File: config.mk
export PLATFORM = sky130hd
export DESIGN_NAME = rr_arbiter_8
export DESIGN_NICKNAME = d
export VERILOG_FILES = /design/src/rtl/rr_arbiter_8.sv
export SDC_FILE = /design/constraint.sdc
export NUM_CORES = 1
export LEC_CHECK = 0
export ABC_AREA = 0
export CAP_MARGIN = 20
export CORE_ASPECT_RATIO = 1.4
export CORE_MARGIN = 10
export CORE_UTILIZATION = 39
export CTS_BUF_LIST = sky130_fd_sc_hd__clkbuf_16
export DETAILED_ROUTE_END_ITERATION = 12
export PLACE_DENSITY = 0.7
export SLEW_MARGIN = 20
export SYNTH_ARGS = -nofsm -noshare
export SYNTH_HDL_FRONTEND = slang
export SYNTH_SLANG_ARGS = --single-unit
File: constraint.sdc
create_clock -name clk -period 6.8 [get_ports clk]
set_input_delay 1.36 -clock clk [delete_from_list [all_inputs] [get_ports clk]]
set_output_delay 1.36 -clock clk [all_outputs]
set_load 0.01 [all_outputs]
File: src/rtl/rr_arbiter_8.sv
// Round-robin arbiter: 8 requesters, registered one-hot grant + index.
// Optional hold timeout enabled by defining ARB_TIMEOUT_EN.
module rr_arbiter_8 #(
    parameter int N     = 8,
    parameter int IDX_W = 3
`ifdef ARB_TIMEOUT_EN
    ,
    parameter int MAX_HOLD = 16
`endif
) (
    input  logic             clk,
    input  logic             rst_n,
    input  logic             enable,
    input  logic [N-1:0]     req,
    output logic [N-1:0]     gnt,
    output logic [IDX_W-1:0] gnt_idx,
    output logic             gnt_valid,
    output logic             timeout
);

    typedef enum logic {
        IDLE,
        GRANT
    } state_e;

    state_e           state_q, state_d;
    logic [IDX_W-1:0] ptr_q, ptr_d;
    logic [N-1:0]     gnt_q, gnt_d;
    logic [IDX_W-1:0] idx_q, idx_d;
    logic             valid_q, valid_d;

`ifdef ARB_TIMEOUT_EN
    localparam int HOLD_W = $clog2(MAX_HOLD + 1);
    logic [HOLD_W-1:0] hold_q, hold_d;
    logic              to_q, to_d;
`endif

    // Circular search: returns {found, index} of first set bit at/after ptr.
    function automatic logic [IDX_W:0] search(
        input logic [IDX_W-1:0] ptr,
        input logic [N-1:0]     mask
    );
        logic             found;
        logic [IDX_W-1:0] idx;
        logic [IDX_W-1:0] cand;
        found = 1'b0;
        idx   = '0;
        for (int i = 0; i < N; i++) begin
            cand = ptr + IDX_W'(i);
            if (!found && mask[cand]) begin
                found = 1'b1;
                idx   = cand;
            end
        end
        return {found, idx};
    endfunction

    logic [N-1:0]     own_mask;
    logic [N-1:0]     others;
    logic [IDX_W-1:0] nxt_ptr;
    logic [IDX_W:0]   srch_idle;
    logic [IDX_W:0]   srch_rel;

    // Candidate winners for the idle search and for release/rotation.
    always_comb begin
        own_mask  = N'(1) << idx_q;
        others    = req & ~own_mask;
        nxt_ptr   = idx_q + IDX_W'(1);
        srch_idle = search(ptr_q, req);
        srch_rel  = search(nxt_ptr, others);
    end

    // Next-state and output decode; enable low overrides everything.
    always_comb begin
        state_d = state_q;
        ptr_d   = ptr_q;
        gnt_d   = gnt_q;
        idx_d   = idx_q;
        valid_d = valid_q;
`ifdef ARB_TIMEOUT_EN
        hold_d  = hold_q;
        to_d    = 1'b0;
`endif
        unique case (state_q)
            IDLE: begin
                if (enable && |req) begin
                    state_d = GRANT;
                    valid_d = 1'b1;
                    idx_d   = srch_idle[IDX_W-1:0];
                    gnt_d   = N'(1) << srch_idle[IDX_W-1:0];
`ifdef ARB_TIMEOUT_EN
                    hold_d  = '0;
`endif
                end
            end
            GRANT: begin
                if (!enable) begin
                    state_d = IDLE;
                    ptr_d   = nxt_ptr;
                    gnt_d   = '0;
                    idx_d   = '0;
                    valid_d = 1'b0;
                end else if (!req[idx_q]) begin
                    ptr_d = nxt_ptr;
                    if (srch_rel[IDX_W]) begin
                        idx_d = srch_rel[IDX_W-1:0];
                        gnt_d = N'(1) << srch_rel[IDX_W-1:0];
`ifdef ARB_TIMEOUT_EN
                        hold_d = '0;
`endif
                    end else begin
                        state_d = IDLE;
                        gnt_d   = '0;
                        idx_d   = '0;
                        valid_d = 1'b0;
                    end
`ifdef ARB_TIMEOUT_EN
                end else if (hold_q == HOLD_W'(MAX_HOLD - 1)) begin
                    // Force rotation only if someone else waits;
                    // otherwise keep the grant with hold_cnt saturated.
                    if (|others) begin
                        ptr_d  = nxt_ptr;
                        idx_d  = srch_rel[IDX_W-1:0];
                        gnt_d  = N'(1) << srch_rel[IDX_W-1:0];
                        hold_d = '0;
                        to_d   = 1'b1;
                    end
                end else begin
                    hold_d = hold_q + HOLD_W'(1);
`endif
                end
            end
            default: begin
                state_d = IDLE;
                gnt_d   = '0;
                idx_d   = '0;
                valid_d = 1'b0;
            end
        endcase
    end

    // State and output registers with asynchronous clear.
    always_ff @(posedge clk or negedge rst_n) begin
        if (!rst_n) begin
            state_q <= IDLE;
            ptr_q   <= '0;
            gnt_q   <= '0;
            idx_q   <= '0;
            valid_q <= 1'b0;
`ifdef ARB_TIMEOUT_EN
            hold_q  <= '0;
            to_q    <= 1'b0;
`endif
        end else begin
            state_q <= state_d;
            ptr_q   <= ptr_d;
            gnt_q   <= gnt_d;
            idx_q   <= idx_d;
            valid_q <= valid_d;
`ifdef ARB_TIMEOUT_EN
            hold_q  <= hold_d;
            to_q    <= to_d;
`endif
        end
    end

    assign gnt       = gnt_q;
    assign gnt_idx   = idx_q;
    assign gnt_valid = valid_q;
`ifdef ARB_TIMEOUT_EN
    assign timeout   = to_q;
`else
    assign timeout   = 1'b0;
`endif

endmodule

; ---- Word level (Yosys, flattened, before mapping)
; Cells that the tools add are included.
[classes]
add_sub_neg = 15
order_cmp = 17
eq_ne = 4
n_shift = 3
mux = 87
bitwise_logic = 3
n_reduce_logical = 33
[op_table]
columns = cell, n
row1 = "3-bit by 4-bit less-than comparator with 1-bit output, second input constant", 17
row2 = 3-bit 2-to-1 mux, 22
row3 = 1-bit binary-select mux with 3-bit select, 17
row4 = 1-bit 2-to-1 mux, 40
row5 = 8-bit 2-to-1 mux, 4
row6 = "3-bit adder, second input constant", 8
row7 = "1-bit by 3-bit << shifter with 8-bit output, first input constant", 3
row8 = 8-bit one-hot mux with 2 select lines, 1
row9 = 1-bit logical AND, 15
row10 = 1-bit logical NOT, 14
row11 = "3-bit by 2-bit adder with 3-bit output, second input constant", 4
row12 = "3-bit by 1-bit adder with 3-bit output, second input constant", 3
row13 = 8-bit bitwise AND, 1
row14 = 8-bit inverter, 1
row15 = 8-bit OR reduction, 1
row16 = "3-bit inequality test, second input constant", 2
row17 = 3-bit one-hot mux with 2 select lines, 1
row18 = "2-bit inequality test, second input constant", 2
row19 = 1-bit one-hot mux with 2 select lines, 2
row20 = 2-bit AND reduction, 2
row21 = 3-bit AND reduction, 1
row22 = 1-bit inverter, 1
[word_totals]
regBits = 16
out_inout_bits = 13
elab_cells = 167

; ---- Depth between registers and ports, before layout
; Gate-level depths: netlist of the first run.
[logic_depth]
depth_word = 32
ltp_mapped = 14
mapped_depth_nobuf = 10

; ---- Worst setup path after synthesis of the first run
; Ideal clock, no wire load.
[synth_timing]
path_type = input to register
startpoint = in req[1]
endpoint = reg gnt_q[5] (netlist: gnt[5])
arrival_time_ns = 3.558
required_time_ns = 6.676
slack_ns = 3.118
path_stages = 9
cell_sequence = clkbuf_1 mux2_4 mux4_2 o32ai_4 nand3_2 o311ai_2 and2_4 nor3_1 a211o_1
[synth_between]
elab_chain_cells = 30
elab_cells_between_ends = 106
classes_between = 2 x eq/ne / 2 x shift / 70 x mux / 1 x bitwise / 31 x reduce/logical
[synth_lines]
columns = element, line_no
row1 = "start, declared", 14  ; input logic [N-1:0] req,
row2 = 8-bit bitwise AND, 67  ; others = req & ~own_mask;
row3 = 1-bit binary-select mux with 3-bit select, 50  ; if (!found && mask[cand]) begin
row4 = 1-bit 2-to-1 mux (implied by the code), 50
row5 = 1-bit 2-to-1 mux, 50
row6 = 1-bit logical NOT, 50
row7 = 1-bit logical AND, 50
row8 = 1-bit 2-to-1 mux, 50
row9 = 1-bit logical NOT, 50
row10 = [... 14 more ...], -
row11 = 1-bit logical NOT, 50
row12 = 1-bit logical AND, 50
row13 = 3-bit 2-to-1 mux, 50
row14 = 1-bit by 3-bit << shifter with 8-bit output, 107  ; gnt_d = N'(1) << srch_rel[IDX_W-1:0];
row15 = 8-bit 2-to-1 mux, 105  ; if (srch_rel[IDX_W]) begin
row16 = 8-bit 2-to-1 mux, 103  ; end else if (!req[idx_q]) begin
row17 = 8-bit 2-to-1 mux, 97  ; if (!enable) begin
row18 = 8-bit one-hot mux with 2 select lines, 84  ; unique case (state_q)
row19 = "end signal, assigned", 157  ; gnt_q <= gnt_d;
row20 = "end, declared", 28  ; logic [N-1:0] gnt_q, gnt_d;
; Several ways; a longest one is shown, not always the timed one. The select of a mux whose other input is x is not followed.
; A chain may end at the register's enable or synchronous reset.

; ---- Worst setup path in the final report of the first run
[layout_timing]
startpoint = reg idx_q[0] (netlist: gnt_idx[0])
endpoint = reg gnt_q[4] (netlist: gnt[4])
[layout_between]
elab_cells_between_ends = 66
classes_between = 8 x add/sub / 1 x eq/ne / 2 x shift / 38 x mux / 2 x bitwise / 15 x reduce/logical
[layout_lines]
columns = element, line_no
row1 = "start, declared", 29  ; logic [IDX_W-1:0] idx_q, idx_d;
row2 = "start signal, assigned", 158  ; idx_q <= idx_d;
row3 = 3-bit by 1-bit adder with 3-bit output *, 68  ; nxt_ptr = idx_q + IDX_W'(1);
row4 = via nxt_ptr[0], 60  ; logic [IDX_W-1:0] nxt_ptr;
row5 = branches (longest 25 deep; another with 3-bit by 1-bit adder with 3-bit output), -
row6 = 8-bit 2-to-1 mux *, 105
row7 = 8-bit 2-to-1 mux *, 103
row8 = 8-bit 2-to-1 mux *, 97
row9 = 8-bit one-hot mux with 2 select lines *, 84
; Mark *: on every way through the listed nets, which the timed path passes. The select of a mux whose other input is x is not followed.

==> results of run 1 <==
cell type report:
| type | count | area [sq um] |
|---|---|---|
| timing repair buffer | 23 | 228 |
| sequential | 16 | 400 |
| clock inverter | 1 | 3.75 |
| inverter | 14 | 52.6 |
| multi-input combinational | 270 | 2240 |
| fill | 679 | 3860 |
| clock buffer | 3 | 75.1 |
| tap | 95 | 119 |
how the worst max path moves through the flow:
stage | from | endpoint | slack, ps | cells past startpoint
floorplan | req[1] | gnt[5] | 3120 | 9
global route | gnt_idx[0] | gnt[6] | 1870 | 11
CTS | gnt_idx[0] | gnt[4] | 2470 | 11
global placement | req[6] | gnt[5] | 2430 | 9
detailed placement | req[6] | gnt[5] | 2400 | 9
finish | gnt_idx[0] | gnt[4] | 2330 | 11
sequential cells by signal, summed over array words and instances (netlist names):
register and count:
gnt 8, gnt_idx 3, gnt_valid 1, ptr_q 3, state_q 1
kinds of logic after synthesis:
logic type | after synthesis | share of synthesized area
flip-flops | 16 | 0.143
AND/OR/NAND/NOR | 115 | 0.220
multiplexers | 46 | 0.260
XOR/XNOR | 10 | 0.0339
buffers and inverters | 33 | 0.0585
other | 1 | 0.00134
AO/OA/AOI/OAI | 88 | 0.239
adder cells (fa/ha/maj) | 10 | 0.0446
synth_stat cells (2+ instances only):
master | instances | area, sq um
nand2_1 | 31 | 116
mux4_2 | 19 | 428
dfrtp_1 | 16 | 400
o21ai_0 | 14 | 70.1
inv_1 | 13 | 48.8
nor2_1 | 13 | 48.8
mux2_2 | 12 | 135
mux2i_1 | 12 | 120
nand3_1 | 12 | 60.1
a21oi_1 | 11 | 55.1
ha_1 | 10 | 125
and2_1 | 9 | 56.3
o211ai_1 | 9 | 67.6
buf_2 | 8 | 40.0
nand2b_1 | 7 | 43.8
nor2b_1 | 7 | 43.8
a32oi_1 | 6 | 52.6
clkbuf_1 | 6 | 22.5
nand3b_1 | 6 | 45.0
and3_1 | 5 | 31.3
nor3_1 | 5 | 25.0
xor2_1 | 5 | 43.8
nand4_1 | 4 | 25.0
nor4_1 | 4 | 25.0
o21ai_1 | 4 | 20.0
xnor2_1 | 4 | 35.0
a31oi_1 | 3 | 18.8
buf_6 | 3 | 33.8
mux2_4 | 3 | 45.0
o32ai_1 | 3 | 26.3
or3_1 | 3 | 18.8
a211o_1 | 2 | 17.5
a211oi_1 | 2 | 15.0
a221oi_1 | 2 | 17.5
a22oi_1 | 2 | 15.0
a41o_1 | 2 | 20.0
a41oi_1 | 2 | 17.5
buf_4 | 2 | 15.0
nor3b_1 | 2 | 15.0
o21bai_1 | 2 | 15.0
o221ai_1 | 2 | 17.5
o22ai_1 | 2 | 12.5
o31a_1 | 2 | 17.5
or2_2 | 2 | 12.5
worst reg2reg max path, cell delays in order, from the launching register on:
cell and delay, ps:
dfrtp_1 330, buf_4 340, clkinv_1 400, ha_1 740, xnor2_1 780, o221ai_1 370
a311oi_1 430, a21oi_1 60, o21ai_0 430, o211ai_1 170, nand2b_1 190, o211ai_1 150
per-layer routing:
layer,part of all wire,global-route usage,up-vias
met2,0.56,0.275,94
met1,0.37,0.149,1310
li1,-,-,1254
met3,0.042,0.0149,21
met5,0,0,-
met4,0.026,0.0511,0
placed cells by master (no fill, tap or decap), types with 3 or more instances in the layout:
master | netlist | layout
clkdlybuf4s50_1 | 0 | 22
o21ai_0 | 14 | 14
and3_1 | 5 | 5
mux2i_1 | 12 | 12
mux2_2 | 12 | 12
nand4_1 | 4 | 4
mux4_2 | 19 | 19
nand2_1 | 31 | 31
xnor2_1 | 4 | 4
or3_1 | 3 | 3
inv_1 | 13 | 13
o211ai_1 | 9 | 9
dfrtp_1 | 16 | 16
a31oi_1 | 3 | 3
nor2_1 | 13 | 13
o21ai_1 | 4 | 4
a21oi_1 | 11 | 11
clkbuf_16 | 0 | 3
nor4_1 | 4 | 4
mux2_4 | 3 | 3
a32oi_1 | 6 | 6
o32ai_1 | 3 | 3
ha_1 | 10 | 10
nor3_1 | 5 | 5
and2_1 | 9 | 9
nand2b_1 | 7 | 7
nand3b_1 | 6 | 6
nand3_1 | 12 | 12
xor2_1 | 5 | 5
nor2b_1 | 7 | 7
metrics by stage:
step	instance area, sq um	setup slack (ps)	util	instances	hold slack (ps)
after global placement	3040	2430	0.435	418	498
after floorplan	2800	3120	-	319	533
final	3120	2330	0.446	422	518
after global routing	3120	1870	0.446	422	566
after CTS	3120	2470	0.446	422	514
after detailed placement	3040	2400	0.435	418	501
==> results.json, run 1 <==
{
  "status": "finished, final reports clean",
  "die_w_microns": 91.6,
  "worstPathRequired_ps": 6970,
  "synth_edf_count": 0,
  "finalMaxSlewViolations": 0,
  "max_freq_mhz": 224,
  "finalNetCount": 349,
  "diodes": 0,
  "hold_end": "gnt_valid",
  "firstDrtPassIters": 5,
  "critPathLaunchType": "register",
  "htree_levels": 1,
  "path_buf_inv": 2,
  "cts_tree": "built",
  "path_max_fanout": 32,
  "die-area_sq_mm": 0.0110,
  "ys_ff_latch": 16,
  "avgSynthCellArea_sq_um": 8.79,
  "hold_viol": 0,
  "die_y_microns": 120,
  "reg2regPathDepth": 11,
  "whs_path_depth": 2,
  "antenna_found_initial": 0,
  "clk_pin_slew_ps": 50,
  "grt_overflow": 0,
  "netlist-cell-type-count": 70,
  "hp-start": "gnt_valid",
  "gp_congestion": 0.932,
  "clk_latency_ps": 250,
  "slowest_delay_ps": 780,
  "tightest_slew_ps": 848,
  "drive_gt1_frac": 0.153,
  "reg2reg_slack_ps": 2330,
  "viasPerCell": 6.35,
  "cts_num_sinks": 16,
  "cpMostUsedCell": "o211ai_1",
  "wl_microns": 7870,
  "remaining_drc_errors": 0,
  "grt_pass1_wl_microns": 13200,
  "grtUsageTotal": 0.140,
  "drv_cap": 0,
  "rows": 36,
  "cts_buffers": 3,
  "path_cells": "buf_4 -> clkinv_1 -> ha_1 -> xnor2_1 -> o221ai_1 -> a311oi_1 -> a21oi_1 -> o21ai_0 -> o211ai_1 -> nand2b_1 -> o211ai_1",
  "area_growth_pct": 11.2,
  "dp_hpwl_microns": 6160,
  "drt_iter0_drc": 252,
  "holdBufCountCts": 0,
  "coreArea_sq_mm": 0.00698,
  "grt_max_degree": 33,
  "cp.arrival_ps": 4640,
  "slowest_stage": "xnor2_1",
  "max_slew_margin": 0.435,
  "worst_r2r_startpoint": "gnt_idx[0]",
  "synth_fp_nets": 340,
  "hold_path_class": "register to register",
  "cp-end-kind": "register",
  "vias": 2679,
  "cts_root_buffer": "clkbuf_16",
  "syn_area_sq_mm": 0.00280,
  "ios": 24,
  "postCtsSetupRepairBufs": 0,
  "fin_crit_sh": 0.658,
  "ctsResizeCount": 0,
  "synth-warning-count": 0,
  "tns_ps": 0,
  "io_buffers": 22,
  "avgRoutedWirePerCell_microns": 18.6,
  "finalCriticalPeriod_ps": 4470,
  "synth_flop_cell": "dfrtp_1",
  "grt_pass1_vias": 2716,
  "async_flop_share": 1.00,
  "rsz0062_at_grt": "no",
  "yosysSeqAreaShare": 0.143,
  "initial_core_util": 0.401,
  "critPathTopFamily": "compound AO/OA/AOI/OAI gates",
  "synth_cells": 319,
  "antenna_left": 0,
  "r2r-end": "gnt[4]",
  "finClkSkew_ps": 3.60,
  "clockBufferDepth": 2,
  "worstSetupPathType": "register to register",
  "finalSetupViolCount": 0
}
Power of run 1 is not shown: default switching activity piles up to over one toggle a cycle in this logic, so the estimate is an artifact.
==> run 2: changes to the inputs <==
clock period = 4.4 ns   (was 6.8 ns; I/O delays follow)
==> run 2 against run 1 <==
  * Die area did not move
  * Setup slack worse by 1600 ps
  * Via count about the same
  * Utilization is 0.75 points higher
  * Final cell count increased by 1.7%
  * First-iteration DRC count fell by 19%
  * Critical endpoint unchanged
  * Largest cell class unchanged
==> results.json, run 2 (synthesis results as in run 1) <==
{
  "status": "finished, final reports clean",
  "tightest_slew_ps": 738,
  "clockBufferDepth": 2,
  "tns_ps": 0,
  "layout_common_cells": "nand2_1, clkdlybuf4s50_1, mux4_2",
  "grt_pass1_vias": 2637,
  "finalMaxSlewViolations": 0,
  "hold_path_class": "register to register",
  "drive_gt1_frac": 0.171,
  "die-area_sq_mm": 0.0110,
  "reg2regPathDepth": 11,
  "hold_end": "gnt[4]",
  "hp-start": "gnt[4]",
  "multi_input_area_sq_mm": 0.00224,
  "cts_tree": "built",
  "fin_crit_sh": 0.836,
  "r2r-end": "gnt[4]",
  "grt_pass1_wl_microns": 12800,
  "ctsResizeCount": 0,
  "max_slew_margin": 0.506,
  "critPathLaunchType": "register",
  "antenna_found_initial": 0,
  "grt_max_degree": 19,
  "gp_congestion": 0.944,
  "path_cells": "clkinv_1 -> ha_1 -> buf_4 -> mux2i_1 -> mux2i_1 -> a222oi_1 -> nand3_1 -> o21ai_0 -> o211ai_1 -> nand2b_1 -> o211ai_1",
  "slowest_delay_ps": 560,
  "cts_root_buffer": "clkbuf_16",
  "reg2reg_slack_ps": 720,
  "max_freq_mhz": 272,
  "cts_num_sinks": 16,
  "finalSetupViolCount": 0,
  "htree_levels": 1,
  "slowest_stage": "ha_1",
  "rsz0062_at_grt": "no",
  "final_util": 0.454,
  "firstDrtPassIters": 4,
  "finClkSkew_ps": 2.42,
  "area_growth_pct": 13.1,
  "vias": 2677,
  "cp-end-kind": "register",
  "antenna_left": 0,
  "cp.arrival_ps": 3840,
  "clk_pin_slew_ps": 50,
  "viasPerCell": 6.24,
  "coreArea_sq_mm": 0.00698,
  "grtUsageTotal": 0.139,
  "initial_core_util": 0.401,
  "finalNetCount": 356,
  "die_w_microns": 91.6,
  "rows": 36,
  "drt_iter0_drc": 205,
  "diodes": 0,
  "place_inst": 425,
  "grt_overflow": 0,
  "avgRoutedWirePerCell_microns": 18.3,
  "layout_commonest_cell": "nand2_1",
  "largest_reg_flops": 8,
  "remaining_drc_errors": 0,
  "postCtsSetupRepairBufs": 0,
  "whs_path_depth": 2,
  "holdBufCountCts": 0,
  "io_buffers": 22,
  "regArea_sq_um": 400,
  "worstSetupPathType": "register to register",
  "clk_latency_ps": 250,
  "cts_buffers": 3,
  "dp_hpwl_microns": 6260,
  "finalNonFillerCells": 429,
  "die_y_microns": 120,
  "fill_cells": 680,
  "hold_viol": 0,
  "ios": 24,
  "drv_cap": 0,
  "path_max_fanout": 17,
  "worstPathRequired_ps": 4560,
  "wl_microns": 7840,
  "finalCriticalPeriod_ps": 3680,
  "worst_r2r_startpoint": "gnt_idx[0]"
}
-- run 2: cell count changes in the layout (fill, tap and decap cells not counted), sizes merged --
| cell | delta |
|---|---|
| buf | +7 |
-- run 2: area by class of cell --
cell class | count | share of cell area
clock buffers | 3 | 0.0237
inverters | 14 | 0.0166
clock inverters | 1 | 0.00118
multi-input cells | 270 | 0.706
flip-flops and latches | 16 | 0.126
repair buffers | 30 | 0.0884
well taps | 95 | 0.0375
-- run 2: how the worst max path moves through the flow --
stage                     startpoint     end  slack (ps)  cells past startpoint
after floorplan           gnt_idx[0]  gnt[5]         930                     12
after global routing      gnt_idx[0]  gnt[4]         400                     11
after detailed placement      req[1]  gnt[5]         510                      9
after global placement        req[1]  gnt[5]         560                      9
after CTS                 gnt_idx[0]  gnt[5]         740                     10
final                     gnt_idx[0]  gnt[4]         720                     11
-- run 2: metal layers --
layer / track usage / share of wire / vias up
met4: 0.0992 / 0.052 / 0
met2: 0.265 / 0.55 / 76
met5: 0 / 0 / -
met1: 0.136 / 0.38 / 1303
li1: - / - / 1274
met3: 0.0111 / 0.025 / 24
-- run 2: worst max-delay path, delay by kind of cell, from the launching register on --
| family | cells | cell delay (ps) |
|---|---|---|
| mux | 2 | 440 |
| compound gates | 4 | 1220 |
| buf+inv | 2 | 640 |
| fa+ha+maj | 1 | 560 |
| simple gates | 2 | 320 |
| flops | 1 | 420 |
-- run 2: per-stage QoR --
step / setup WS (ps) / hold slack (ps) / cell area, sq um
after global routing: 402 / 542 / 3170
after floorplan: 932 / 533 / 2800
after CTS: 742 / 511 / 3170
after detailed placement: 512 / 499 / 3090
after global placement: 563 / 495 / 3090
final: 720 / 506 / 3170
Power of run 2 is left out for the same reason.
